===== config.mk =====
export PLATFORM = sky130hd
export DESIGN_NAME = lbist_controller
export DESIGN_NICKNAME = d
export VERILOG_FILES = /design/src/rtl/lbist_controller.sv
export SDC_FILE = /design/constraint.sdc
export NUM_CORES = 1
export LEC_CHECK = 0
export ABC_AREA = 1
export CAP_MARGIN = 5
export CORE_ASPECT_RATIO = 1.5
export CORE_MARGIN = 2
export CORE_UTILIZATION = 41
export DETAILED_ROUTE_END_ITERATION = 16
export PLACE_DENSITY = 0.82
export SYNTH_ARGS = -nofsm -noshare
export SYNTH_HDL_FRONTEND = slang
export SYNTH_SLANG_ARGS = --single-unit
export TNS_END_PERCENT = 20

===== constraint.sdc =====
create_clock -name clk -period 1.85 [get_ports clk]
set_input_delay 0.555 -clock clk [delete_from_list [all_inputs] [get_ports clk]]
set_output_delay 0.555 -clock clk [all_outputs]
set_load 0.02 [all_outputs]

===== src/rtl/lbist_controller.sv =====
// LBIST sequencer: drives pattern generator, scan enable and MISR gating, then checks the final signature.
// Outputs are decoded from the registered state or held in registers; start is sampled only in IDLE/DONE.
module lbist_controller #(
  parameter int              N_PATTERNS = 1024,
  parameter int              CHAIN_LEN  = 64,
  parameter int              SIG_W      = 32,
  parameter logic [SIG_W-1:0] GOLDEN_SIG = '0
) (
  input  logic                              clk,
  input  logic                              rst,
  input  logic                              start,
  input  logic [SIG_W-1:0]                  signature,
  output logic                              tpg_en,
  output logic                              tpg_rst_n,
  output logic                              scan_en,
  output logic                              misr_en,
  output logic                              misr_rst,
  output logic                              busy,
  output logic                              done,
  output logic                              pass,
  output logic [$clog2(N_PATTERNS+1)-1:0]   pattern_cnt
);

  localparam int CNT_W = $clog2(N_PATTERNS + 1);
  localparam int SH_W  = $clog2(CHAIN_LEN);

  typedef enum logic [2:0] {
    IDLE    = 3'd0,
    INIT    = 3'd1,
    SHIFT   = 3'd2,
    CAPTURE = 3'd3,
    COMPARE = 3'd4,
    DONE    = 3'd5
  } state_t;

  state_t            state;
  state_t            state_next;
  logic [SH_W-1:0]   shift_cnt;
  logic [CNT_W-1:0]  pat_cnt;
  logic              pass_q;
  logic              shift_last;

  assign shift_last = (shift_cnt == SH_W'(CHAIN_LEN - 1));

  always_ff @(posedge clk) begin
    if (rst) begin
      state <= IDLE;
    end else begin
      state <= state_next;
    end
  end

  always_comb begin
    state_next = state;
    case (state)
      IDLE:    if (start) state_next = INIT;
      INIT:    state_next = SHIFT;
      SHIFT:   if (shift_last) state_next = (pat_cnt < CNT_W'(N_PATTERNS)) ? CAPTURE : COMPARE;
      CAPTURE: state_next = SHIFT;
      COMPARE: state_next = DONE;
      DONE:    if (start) state_next = INIT;
      default: state_next = IDLE;
    endcase
  end

  // Clearing on entry to INIT means a rerun shows pattern_cnt=0 and pass=0 already in the INIT cycle.
  always_ff @(posedge clk) begin
    if (rst) begin
      shift_cnt <= '0;
      pat_cnt   <= '0;
      pass_q    <= 1'b0;
    end else if (state_next == INIT) begin
      shift_cnt <= '0;
      pat_cnt   <= '0;
      pass_q    <= 1'b0;
    end else begin
      if (state == SHIFT) shift_cnt <= shift_last ? '0 : shift_cnt + SH_W'(1);
      if (state == CAPTURE) pat_cnt <= pat_cnt + CNT_W'(1);
      if (state == COMPARE) pass_q <= (signature == GOLDEN_SIG);
    end
  end

  always_comb begin
    tpg_en    = 1'b0;
    tpg_rst_n = 1'b1;
    scan_en   = 1'b0;
    misr_en   = 1'b0;
    misr_rst  = 1'b0;
    busy      = 1'b0;
    done      = 1'b0;
    case (state)
      INIT: begin
        tpg_rst_n = 1'b0;
        misr_rst  = 1'b1;
        busy      = 1'b1;
      end
      SHIFT: begin
        tpg_en  = 1'b1;
        scan_en = 1'b1;
        misr_en = 1'b1;
        busy    = 1'b1;
      end
      CAPTURE: busy = 1'b1;
      COMPARE: busy = 1'b1;
      DONE:    done = 1'b1;
      default: ;
    endcase
  end

  assign pass        = pass_q;
  assign pattern_cnt = pat_cnt;

endmodule

==> out/results.tsv, run 1 <==
metric	value	unit
Worst-Margin Slew	307	ps
Clock Latency Late Sink	260	ps
Synth area leader	dfxtp_1	
drt drc	0	
largest net degree at the start of global routing	19	
Inserted Diodes	0	
CP Capture Type	output pin	
initial DRC count	16	
Layout area overhead	59.2	%
GRT Residual Overflow	0	
Tmin final	1820	ps
Startpoint Class	register	
sequential fraction of the synthesis area	0.346	
initial antenna violation count	0	
count of yosys warnings during synthesis	0	
antenna-violating nets left	0	
CTS tree	built	
Syn Std Cell Area	1210	um2
Synth top area share	0.346	
total number of vias	1329	
simple-gate share of the synthesized area	0.430	
CP bufs+invs	1	
critical path required time	1290	ps
Worst Reg-to-Reg Cells	7	
Buffers on Ports	53	
Hold/Removal Path Class	register to register	
Register Area	422	um2
Top Ports	54	
cells after synthesis	181	
dpl hpwl	2440	um
Fmax achieved	0.549	GHz
DR vias/cell	4.58	
syn_nets	218	
DIE AREA	3420	um2
largest family of logic cells by synthesized area	simple AND/OR/NAND/NOR gates	
Adder-Cell Fraction of Synth Area	0.0206	
min-delay src	pattern_cnt[9]	
root buffer cell	clkbuf_8	
critical path class	register to output pin	
Largest stage delay, worst path	620	ps
Leak Pwr	0.798	nW
fill count	242	
Slew headroom	0.794	
WHS Path Cells	2	
Top delay family on crit path	buffers and inverters	
TritonCTS Buffers	3	
TNS Setup	0	ps
Final Util	0.678	
routed len/inst	10.3	um
Post-Synth XOR/XNOR Area	0.0505	
fin. max-slew vios	0	
Fin. Hold Viols	0	
FF-to-FF setup slack	350	ps
RePlAce Congestion	0.729	
Final Skew	2.53	ps
Post-CTS Resized	13	
RSZ-0062 raised after global routing	yes	
gr usage total	0.188	
Post-synth EDFFs	0	
Core Rows	24	
reg2reg start	shift_cnt[0]	
clock sinks	21	
critical path's slowest cell	clkdlybuf4s50_1	
vias in the first global route	1340	
Starting Density	0.426	
Final nets	289	
die height	70.7	um
Die X	48.4	um
share of flip-flops with an asynchronous set or reset	0	
Pwr Density	491	nW/um2
Hold Path Sink	pattern_cnt[9]	
footprint of the multi-input gates	687	um2
mux share of post-synthesis cell area	0	
DRT Pass-1 Iters	4	
core area	2850	um2
fraction of layout instances using a drive strength above 1	0.155	
status	finished clean	
Final setup viols	0	
Distinct cells, synth	28	
first-pass GRT wire length	5280	um
Max Cap Viol	0	
VDD IR max	0.516	mV
worst reg2reg endpoint	pattern_cnt[10]	
syn avg cell area	6.71	um2
period utilization	0.984	
Max FO, Critical Path	4	
hold_ws	509	ps
worst path cell trace	clkdlybuf4s50_1	
htree depth	1	
most frequent cells after synthesis	nor2_1 (42), nand2_1 (40), dfxtp_1 (21)	
Worst EP arrival	1270	ps
Hold Buf Count CTS	0	
Clock Path Buffers	2	
Compound-Gate Fraction of Synth Area	0.0618	
Synth Register Bits	21	
routed wire length	2970	um
count leader, synth	nor2_1	
clk slew on worst S/H paths	70	ps
Synth area leaders	dfxtp_1 (35%), nor2_1 (13%), nand2_1 (12%)	
ys flop type	dfxtp_1	
setup bufs post-CTS	0	
[report_power, final]
| group | switching [W] | internal, W | total, W |
|---|---|---|---|
| clock network | 0.000144 | 0.000154 | 0.000298 |
| registers | 0.00000627 | 0.000457 | 0.000463 |
| logic | 0.0000760 | 0.000113 | 0.000189 |
[placed cells by master (no fill, tap or decap), drive strengths merged]
master          n
clkdlybuf4s15   4
o22ai           1
clkdlybuf4s50  44
xor2            5
nor3            4
o21bai          1
ha              2
nand4           5
dfxtp          21
o21a            1
nor2           49
o2111ai         1
buf            19
o211ai          1
nand3          14
dlymetal6s2s    2
clkinv          1
a21oi           5
a22oi           1
o21ai           1
nand2          42
clkbuf          4
xnor2           2
inv            21
[flip-flops by register name, summed over array words and instances, names as in the netlist]
register / cells
shift_cnt: 6
pass: 1
state: 3
pattern_cnt: 11
[stage by stage]
step                      cell area, um2  total power (W)  std cells  setup slack, ps
after floorplan                     1220         0.000549        181              105
after global placement              1890         0.000665        286            -81.3
after detailed placement            1890         0.000669        286            -89.2
after CTS                           1920         0.000955        290             3.48
after global routing                1930         0.000980        290            -5.90
final                               1930         0.000950        290             29.4
[area by class of cell]
class                   count  share of cell area
flip-flops and latches     21               0.218
inverters                  22              0.0433
repair buffers             69               0.335
multi-input cells         135               0.355
clock buffers               4              0.0233
well taps                  39              0.0252
[cells by family (layout without fill, tap and decap cells)]
| kind of cell | count (synthesis) | in the layout |
|---|---|---|
| simple gates | 114 | 114 |
| fa+ha+maj | 2 | 2 |
| xor+xnor | 7 | 7 |
| flops | 21 | 21 |
| compound gates | 12 | 12 |
| buf+inv | 25 | 95 |
[layer usage]
layer	GRT usage	vias up	wire (um)
li1	-	708	-
met1	0.174	569	1140
met2	0.384	47	1520
met3	0.0485	5	275
met4	0.0667	0	46
met5	0	-	0
[worst max-delay path by stage]
| stage | cells past startpoint | startpoint | end | slack [ps] |
|---|---|---|---|---|
| 2_1_floorplan | 6 | state[0] | busy | 100 |
| 3_3_place_gp | 7 | state[0] | busy | -80 |
| 3_5_place_dp | 7 | state[0] | busy | -90 |
| 4_1_cts | 3 | state[2] | done | 3 |
| 5_1_grt | 7 | state[0] | tpg_rst_n | -6 |
| 6_report | 1 | pattern_cnt[9] | pattern_cnt[9] | 30 |
Note: power is estimated with default switching activity, not from simulation.
==> run 2, diff against run 1 <==
--- a/config.mk
+++ b/config.mk
@@ -8,10 +8,10 @@
 export ABC_AREA = 1
 export CAP_MARGIN = 5
 export CORE_ASPECT_RATIO = 1.5
-export CORE_MARGIN = 2
 export CORE_UTILIZATION = 41
 export DETAILED_ROUTE_END_ITERATION = 16
 export PLACE_DENSITY = 0.82
+export RECOVER_POWER = 50
 export SYNTH_ARGS = -nofsm -noshare
 export SYNTH_HDL_FRONTEND = slang
 export SYNTH_SLANG_ARGS = --single-unit
==> run 2 against run 1 <==
Net effect:
- final cell count down 0.69%
- via count up 3.6%
- combinational power down 3%
- clock power up 2%
- count of clock-buffer cells in the layout down 1
- first-iteration DRC count down 31%
- flip-flop and latch count unchanged
- die area down 6.8%
- sequential share of layout area up 0.65 points
- power up 0.13%
- global-route usage up 2.0 points
- critical path type unchanged
- critical endpoint is now misr_en
- highest routed layer unchanged
==> out/results.tsv, run 2 (same netlist as run 1, synthesis figures left out) <==
metric	value	unit	change
clk slew on worst S/H paths	70	ps	about the same
worst path cell trace	inv_1, nand3_4, clkinv_2, dlygate4sd2_1		
routed len/inst	10.7	um	+4.8%
Final nets	289		unchanged
clock sinks	21		unchanged
Fmax achieved	0.547	GHz	-0.38%
status	finished clean		
Layout area overhead	55.1	%	
critical path class	register to output pin		
setup bufs post-CTS	0		unchanged
fin. max-slew vios	0		unchanged
Hold Buf Count CTS	0		unchanged
drt drc	0		unchanged
Core Rows	23		-4.2%
GRT Residual Overflow	0		unchanged
core area	2730	um2	-4.2%
CP bufs+invs	3		+2
Final Skew	5.18	ps	+2.65 ps
DR vias/cell	4.78		+4.3%
fraction of layout instances using a drive strength above 1	0.155		unchanged
VDD IR max	0.380	mV	-26%
initial DRC count	11		-5
antenna-violating nets left	0		unchanged
Non-Filler Instances	288		-0.69%
Max Cap Viol	0		unchanged
largest net degree at the start of global routing	19		unchanged
Fin. Hold Viols	0		unchanged
WHS Path Cells	2		unchanged
first-pass GRT wire length	4800	um	-9.0%
total number of vias	1377		+3.6%
Max FO, Critical Path	4		unchanged
most frequent cells in the layout	nor2_1 (43), nand2_1 (40), clkdlybuf4s50_1 (39), inv_1 (20), dfxtp_1 (19)		
Final Util	0.689		+0.0112
Starting Density	0.444		+0.0185
DRT Pass-1 Iters	4		unchanged
Pwr Density	505	nW/um2	+2.8%
root buffer cell	clkbuf_8		
critical path required time	1290	ps	about the same
CTS tree	built		
Top delay family on crit path	buffers and inverters		
Startpoint Class	register		
initial antenna violation count	0		unchanged
RePlAce Congestion	0.725		-0.49%
routed wire length	3090	um	+4.0%
CP Capture Type	output pin		
commonest non-fill, non-tap cell in the layout	nor2_1		
DP Cell Count	284		-0.70%
Largest stage delay, worst path	350	ps	-270 ps
Largest register FFs	11		unchanged
Inserted Diodes	0		unchanged
reg2reg start	shift_cnt[0]		
Design Power	0.000952	W	+0.13%
Worst Reg-to-Reg Cells	7		unchanged
dpl hpwl	2420	um	-0.63%
Clock Latency Late Sink	260	ps	about the same
worst reg2reg endpoint	pattern_cnt[6]		
min-delay src	pattern_cnt[9]		
hold_ws	511	ps	+1.51 ps
Die X	46.4	um	-4.1%
htree depth	1		unchanged
Worst EP arrival	1270	ps	about the same
Hold Path Sink	pattern_cnt[9]		
Clock Path Buffers	2		unchanged
die height	68.7	um	-2.8%
period utilization	0.988		+0.00377
vias in the first global route	1314		-1.9%
FF-to-FF setup slack	400	ps	+50 ps
critical path's slowest cell	dfxtp_2		
Buffers on Ports	53		unchanged
gr usage total	0.208		+0.0200
Leak Pwr	0.763	nW	-4.5%
Top Ports	54		unchanged
TritonCTS Buffers	3		unchanged
Worst-Margin Slew	293	ps	-14.0 ps
DIE AREA	3190	um2	-6.8%
Tmin final	1830	ps	+6.98 ps
Slew headroom	0.803		+0.00942
RSZ-0062 raised after global routing	yes		
Hold/Removal Path Class	register to register		
Final setup viols	0		unchanged
## run 2: worst register-to-register path: cells and delay by family, from the launching register on
kind	cells	cell delay, ps
adder cells (fa/ha/maj)	1	190
AO/OA/AOI/OAI	1	150
flip-flops	1	370
AND/OR/NAND/NOR	5	680
## run 2: how the worst max path moves through the flow
stage	end	start	cells past startpoint
after global placement	busy	state[2]	6
after CTS	tpg_rst_n	state[2]	6
after global routing	scan_en	state[0]	5
final	misr_en	state[2]	4
after detailed placement	busy	state[2]	6
after floorplan	busy	state[0]	6
## run 2: what timing repair did
item,in CTS,in global routing
resized for setup,13,13
endpoints found under the setup margin,8,11
pin swaps,0,0
## run 2: where the power goes
| group | switching (W) | internal (W) | total [W] | leakage, nW |
|---|---|---|---|---|
| Clock | 0.000155 | 0.000150 | 0.000305 | 0.0255 |
| Combinational | 0.0000756 | 0.000109 | 0.000184 | 0.567 |
| Sequential | 0.00000613 | 0.000457 | 0.000463 | 0.170 |
## run 2: layout make-up
cell class	count	area [um2]
fillers	238	850
multi-input cells	135	687
repair buffers	69	598
flip-flops and latches	21	423
inverters	22	83.8
well taps	37	46.3
clock buffers	3	41.3
clock inverters	1	5.00
## run 2: routing by layer
metal,vias up,global-route usage,share of wire
li1,712,-,-
met1,607,0.172,0.37
met2,49,0.413,0.53
met3,9,0.0339,0.070
met4,0,0.140,0.028
met5,-,0,0
## run 2: stage by stage
stage / cell area, um2 / TNS, ps / setup slack (ps)
final: 1880 / 0 / 22.4
after floorplan: 1220 / 0 / 105
after detailed placement: 1890 / -455 / -86.5
after CTS: 1920 / -111 / -111
after global routing: 1880 / -119 / -49.1
after global placement: 1890 / -122 / -79.6
